--- config.mk ---
export PLATFORM = sky130hd
export DESIGN_NAME = uart_tx_datapath
export DESIGN_NICKNAME = d
export VERILOG_FILES = /design/src/rtl/uart_pkg.sv /design/src/rtl/uart_bit_timer.sv /design/src/rtl/uart_tx_datapath.sv
export SDC_FILE = /design/constraint.sdc
export NUM_CORES = 1
export LEC_CHECK = 0
export ABC_AREA = 1
export CELL_PAD_IN_SITES_DETAIL_PLACEMENT = 1
export CELL_PAD_IN_SITES_GLOBAL_PLACEMENT = 2
export CORE_AREA = 2 2 57 81
export CTS_CLUSTER_SIZE = 24
export DETAILED_ROUTE_END_ITERATION = 10
export DIE_AREA = 0 0 59 83
export PLACE_DENSITY = 0.77
export SYNTH_ARGS = -nofsm -noshare
export SYNTH_HDL_FRONTEND = slang
export SYNTH_HIERARCHICAL = 1
export SYNTH_SLANG_ARGS = --single-unit
--- constraint.sdc ---
create_clock -name clk -period 1.7 [get_ports clk]
set_clock_uncertainty 0.15 [all_clocks]
set_input_delay 0.17 -clock clk [delete_from_list [all_inputs] [get_ports clk]]
set_output_delay 0.17 -clock clk [all_outputs]
set_load 0.005 [all_outputs]
--- src/rtl/uart_pkg.sv ---
// uart_pkg: shared state codes, line levels and frame constants for the UART TX/RX blocks
package uart_pkg;

    typedef enum logic [2:0] {
        IDLE       = 3'd0,
        START_BIT  = 3'd1,
        TX_DATA    = 3'd2,
        PARITY_BIT = 3'd3,
        STOP_BIT   = 3'd4,
        TX_SENT    = 3'd5
    } tx_state_e;

    localparam logic TX_IDLE  = 1'b1;
    localparam logic TX_START = 1'b0;
    localparam logic TX_STOP  = 1'b1;

    localparam int DATA_BITS = 8;

endpackage

--- src/rtl/uart_bit_timer.sv ---
// uart_bit_timer: free-running bit-period counter, strobes on the last cycle of each period
module uart_bit_timer #(
    parameter int BAUD_DIV = 434
) (
    input  logic clk,
    input  logic rst,
    input  logic en,
    output logic end_bit_time
);
    localparam int W = $clog2(BAUD_DIV);
    localparam logic [W-1:0] LAST = W'(BAUD_DIV - 1);

    logic [W-1:0] tmr_q, tmr_d;

    assign end_bit_time = en && (tmr_q == LAST);

    // hold at zero while disabled, otherwise count and wrap on the strobe
    always_comb begin
        tmr_d = (!en || end_bit_time) ? '0 : tmr_q + 1'b1;
    end

    // timer register
    always_ff @(posedge clk) begin
        if (rst) tmr_q <= '0;
        else     tmr_q <= tmr_d;
    end

endmodule

--- src/rtl/uart_tx_datapath.sv ---
// uart_tx_datapath: UART TX byte latch, bit timing, parity and registered line; parity slot enabled by UART_TX_PARITY_EN
module uart_tx_datapath
    import uart_pkg::*;
#(
    parameter int BAUD_DIV   = 434,
    parameter bit PARITY_ODD = 1'b0
) (
    input  logic       clk,
    input  logic       rst,
    input  logic       tx_send,
    input  logic [7:0] tx_data,
    input  logic [2:0] tx_state,
    input  logic       tx_cntr_en,
    input  logic       bit_tmr_en,
    output logic       end_bit_time,
    output logic [3:0] tx_bit_count,
    output logic       tx,
    output logic       tx_busy
);
    logic [DATA_BITS-1:0] data_q, data_d;
    logic [3:0]           cnt_q, cnt_d;
    logic                 tx_q, tx_d;
    logic                 busy_q;
    logic                 par;

    uart_bit_timer #(
        .BAUD_DIV(BAUD_DIV)
    ) u_bit_timer (
        .clk          (clk),
        .rst          (rst),
        .en           (bit_tmr_en),
        .end_bit_time (end_bit_time)
    );

`ifdef UART_TX_PARITY_EN
    assign par = ^data_q ^ PARITY_ODD;
`else
    // without parity the slot is a second stop bit
    assign par = TX_STOP;
`endif

    // byte capture, saturating data-bit count and next line level
    always_comb begin
        data_d = (tx_state == IDLE && tx_send) ? tx_data : data_q;
        cnt_d  = !tx_cntr_en ? '0
               : (end_bit_time && cnt_q < 4'(DATA_BITS)) ? cnt_q + 4'd1 : cnt_q;
        tx_d   = (tx_state == IDLE)       ? TX_IDLE
               : (tx_state == START_BIT)  ? TX_START
               : (tx_state == TX_DATA)    ? ((cnt_q < 4'(DATA_BITS)) ? data_q[cnt_q[2:0]] : par)
               : (tx_state == PARITY_BIT) ? par
               : TX_STOP;
    end

    // datapath registers; tx is registered so it trails tx_state by one cycle
    always_ff @(posedge clk) begin
        if (rst) begin
            data_q <= '0;
            cnt_q  <= '0;
            tx_q   <= TX_IDLE;
            busy_q <= 1'b0;
        end else begin
            data_q <= data_d;
            cnt_q  <= cnt_d;
            tx_q   <= tx_d;
            busy_q <= (tx_state != IDLE);
        end
    end

    assign tx_bit_count = cnt_q;
    assign tx           = tx_q;
    assign tx_busy      = busy_q;

endmodule

### Word-level counts from Yosys, hierarchy flattened

Cells that the tools add are included.

* bits in latches: 0
* input port bits: 16
* register bits after elaboration: 23
* bits in read-only memories: 0
* memories kept: 0
* word-level logic and storage cells: 28
* output and inout port bits: 7
* RAM bits: 0

* reduce and logical (&&, ||, !) cells: 10
* divide/modulo/power cells: 0
* eq/ne operators: 3
* mux-type cells: 5
* add/subtract/negate cells: 2
* $mul: 0
* bitwise operators: 1
* shifts and indexed selects: 0
* order comparisons: 2

Operators by type and width (number)
* adder 9 x 1 -> 9 bit, second input constant: 1
* equality test 9 bit, second input constant: 1
* OR reduction 2 bit: 3
* adder 4 x 1 -> 4 bit, second input constant: 1
* < comparator 3 x 4 -> 1 bit, second input constant: 1
* < comparator 4 bit, second input constant: 1
* 2-to-1 mux 1 bit: 4
* binary-select mux 1 bit (select 3 bit): 1
* equality test 3 x 1 -> 1 bit, second input constant: 1
* equality test 3 x 2 -> 1 bit, second input constant: 1
* logical AND 1 bit: 3
* zero test 3 bit: 1
* nonzero test 3 bit: 1
* zero test 1 bit: 1
* logical OR 1 bit: 1
* NOT 1 bit: 1

### Depth between registers and ports, before layout

Gate-level depths: netlist (run 1).

* depth in word-level cells: 5
* gate-level depth with buffers: 10
* gate-level depth less buffers: 10

### Modules after synthesis

Netlist (run 1), hierarchy kept.

Modules (own cells, without submodules)
* uart_tx_datapath: cells each 85, area each 681.9 um^2, times used 1, seq. area each 280.3 um^2
* uart_bit_timer: cells each 67, area each 452.9 um^2, times used 1, seq. area each 180.2 um^2

### Worst setup path after synthesis (run 1)

OpenSTA, ideal clock, no wires.

* path type: register -> register
* start: register u_bit_timer.tmr_q[0]
* end: register cnt_q[2], in the netlist tx_bit_count[2]
* setup time: 0.080 ns
* slack: 0.138 ns
* period minus slack after synthesis: 1.562 ns
* arrival: 1.332 ns
* stages on the path, launching flop included: 9
* required time: 1.470 ns
* buffers on the path: 0
* cell sequence: dfxtp_1 > ha_1 > nand2_1 > nor2_1 > nand2_2 > nor2_1 > nand2_1 > o21ai_0 > nor3b_1

* longest elaborated chain between the ends: 3

Ends and longest elaborated chain
* from (decl): RTL line uart_bit_timer.sv:13 `logic [W-1:0] tmr_q, tmr_d;`
* from (signal assigned): RTL line uart_bit_timer.sv:25 `else tmr_q <= tmr_d;`
* equality test 9 bit: RTL line uart_bit_timer.sv:15 `assign end_bit_time = en && (tmr_q == LAST);`
* logical AND 1 bit: RTL line uart_bit_timer.sv:15
* via end_bit_time: RTL line uart_tx_datapath.sv:15 `output logic end_bit_time,`
* logical AND 1 bit: RTL line uart_tx_datapath.sv:46 `: (end_bit_time && cnt_q < 4'(DATA_BITS)) ? cnt_q + 4'd1 : cnt_q;`
* to (signal assigned): RTL line uart_tx_datapath.sv:63 `cnt_q <= cnt_d;`
* to (decl): RTL line uart_tx_datapath.sv:21 `logic [3:0] cnt_q, cnt_d;`

The timed path passes the listed nets, and every way through them passes these cells.
A chain may end at the register's enable or synchronous reset.

### Worst setup path after layout (run 1)

* start: register cnt_q[0], in the netlist tx_bit_count[0]
* end: output port tx_bit_count[0]

RTL lines
* to (decl): RTL line uart_tx_datapath.sv:16 `output logic [3:0] tx_bit_count,`

No word-level cell between the ends.

==> results.toml, run 1 <==
[power]
max-vdd-ir-drop_v = 0.000253
p_seq_frac = 0.552
p_leak_nw = 0.601
pwr-share-clk = 0.347
p_sw_mw = 0.235
swShare = 0.233
p_int_mw = 0.771
power_density_nw_per_um2 = 634
total_power_mw = 1.01
combPwrFrac = 0.102

[synthesis]
ys_warn_count = 6
syn_area_um2 = 1130
ys_seq_area_frac = 0.406
synth_top_cell_by_area = "dfxtp_1"
ys_ff_latch = 23
ys_types = 24
avgSynthCellArea_um2 = 7.47
synth_top_area_frac = 0.406
syn_nets = 171
synthCells = 152
synth.area.top_cells = "dfxtp_1 (41%), nand2_1 (11%), a211oi_2 (8.8%)"

[cells_and_area]
n_antenna_cell = 0
fin_util = 0.383
drive_gt1_frac = 0.223
n_fill_cell = 523
layout_commonest_cell = "nand2_1"
layout_common_cells = "nand2_1 (32), inv_1 (23), dfxtp_1 (21), clkdlybuf4s50_1 (21), nor2_1 (20)"
nets = 208
area_delta_synth_final_pct = 39.7

[die]
die_x_um = 59
core_um2 = 4130
die_area_um2 = 4900
dieHeight_um = 83
rows = 28
num_io_pins = 23
floorplan.initialDensity = 0.275

[timing]
fin_setup_tns_ps = 0
period_needed_ps = 1620
hold_viol_final = 0
worst_pin_slew_ps = 261
drv_slew = 0
rsz0062_at_grt = "false"
setup_viol = 0
fmax_mhz = 618
post-route-period-util = 0.952
hold_slack_ps = 327
relSlewSlack = 0.826

[setup_path]
startpoint_type = "flip-flop"
critPathArrivalTime_ps = 1300
path_cells = "clkdlybuf4s50_1"
cpPeakStageDelay_ps = 560
slowest_stage = "clkdlybuf4s50_1"
rrSetupSlack_ps = 150
worst-path-max-fanout = 7
crit_type = "flip-flop to output pin"
end_kind = "output pin"
crit_required_ps = 1380
critical_path.top_delay_family = "buffers and inverters"
crit_buf_inv = 1

[detailed_routing]
routed_wl_um = 2670
ant_nets = 0
avgViaCountPerCell = 4.58
drtIter0Drc = 22
drc = 0
first_pass_iters = 4
wire_per_inst_um = 11.5
via_count = 1067

[cts]
holdBufCountCts = 0
clock_sinks = 23
htreeDepth = 1
clk_latency_ps = 270
cts_buffer_depth = 2
path_clk_slew_ps = 80
cts_tree = "built"
cts_root_buf = "clkbuf_8"
cts_buffers = 3

[grt]
grt_max_degree = 17
grt_pass1_wl_um = 4790
grt-ovfl-total = 0
grt_usage = 0.124
antenna_found_initial = 0
grt_pass1_vias = 1159

[worst_hold_path]
min_path_type = "flip-flop to flip-flop"

[run_status]
status = "complete, no violations"

[placement]
dpl.hpwl_um = 2170
port_buffers = 22
gp_congestion = 0.766

[job]
cap_violations = 0
worst paths after layout:
kind                                      startpoint              end  depth (start not counted)
worst min-delay path                       data_q[2]        data_q[2]                          2
worst max register to register  u_bit_timer/tmr_q[1]  tx_bit_count[2]                         10
worst max-delay path                 tx_bit_count[0]  tx_bit_count[0]                          1
worst min register to register             data_q[2]        data_q[2]                          2
layer usage:
| layer | global-route usage | routed length [um] | up-vias |
|---|---|---|---|
| li1 | - | - | 548 |
| met1 | 0.122 | 956 | 498 |
| met2 | 0.240 | 1590 | 17 |
| met3 | 0.0202 | 83 | 4 |
| met4 | 0.0496 | 44 | 0 |
| met5 | 0 | 0 | - |
flip-flops by register name, summed over array words and instances (netlist names):
signal / cells
u_bit_timer/tmr_q: 9
data_q: 8
tx_bit_count: 4
tx: 1
tx_busy: 1
final cells by class:
| type | instances | area [um^2] | area share |
|---|---|---|---|
| tap | 45 | 56.3 | 0.0355 |
| sequential | 23 | 463 | 0.292 |
| timing repair buffer | 34 | 309 | 0.195 |
| multi-input combinational | 101 | 613 | 0.387 |
| clock buffer | 3 | 41.3 | 0.0260 |
| clock inverter | 1 | 5.00 | 0.00316 |
| inverter | 26 | 97.6 | 0.0616 |
metrics by stage:
| step | cell area (um^2) | instances | worst slack [ps] |
|---|---|---|---|
| final | 1590 | 233 | 82.0 |
| after global routing | 1590 | 233 | 10.5 |
| after CTS | 1540 | 232 | -1.55 |
| after detailed placement | 1480 | 228 | -45.1 |
| after global placement | 1480 | 228 | 2.31 |
| after floorplan | 1130 | 152 | 138 |
timing repair:
| action | 4_1_cts | 5_1_grt |
|---|---|---|
| setup buffers | 0 | 1 |
| pin swaps | 1 | 2 |
| setup endpoints to repair | 3 | 5 |
| gates resized for setup | 6 | 14 |
synth_stat cells, drive strengths merged:
cell and n:
o21a 1, nor3 2, o21ai 3, a211oi 8, o21bai 2, nand2 36
ha 3, inv 26, a21oi 9, buf 2, xor2 1, dfxtp 23
nor3b 1, nand3 10, nor2 24, nor4 1
power groups by stage:
stage	Sequential, mW	Combinational [mW]	Clock [mW]
after floorplan	0.567	0.0435	0
after global placement	0.566	0.0979	0
after detailed placement	0.566	0.101	0
after CTS	0.554	0.102	0.367
after global routing	0.556	0.115	0.394
final	0.555	0.102	0.349
logic make-up after synthesis:
family                   after synthesis  share of synthesized area
AO/OA/AOI/OAI                         23                      0.161
buffers and inverters                 28                      0.100
flip-flops                            23                      0.406
adder cells (fa/ha/maj)                3                     0.0331
XOR/XNOR                               1                    0.00772
AND/OR/NAND/NOR                       74                      0.292
(Power assumes the default switching activity.)
==> run 2: changes to the inputs <==
--- a/config.mk
+++ b/config.mk
@@ -6,6 +6,7 @@
 export NUM_CORES = 1
 export LEC_CHECK = 0
 export ABC_AREA = 1
+export CAP_MARGIN = 20
 export CELL_PAD_IN_SITES_DETAIL_PLACEMENT = 1
 export CELL_PAD_IN_SITES_GLOBAL_PLACEMENT = 2
 export CORE_AREA = 2 2 57 81
==> results of run 2 <==
No change in the layout: final DEF, timing and power equal those of run 1.
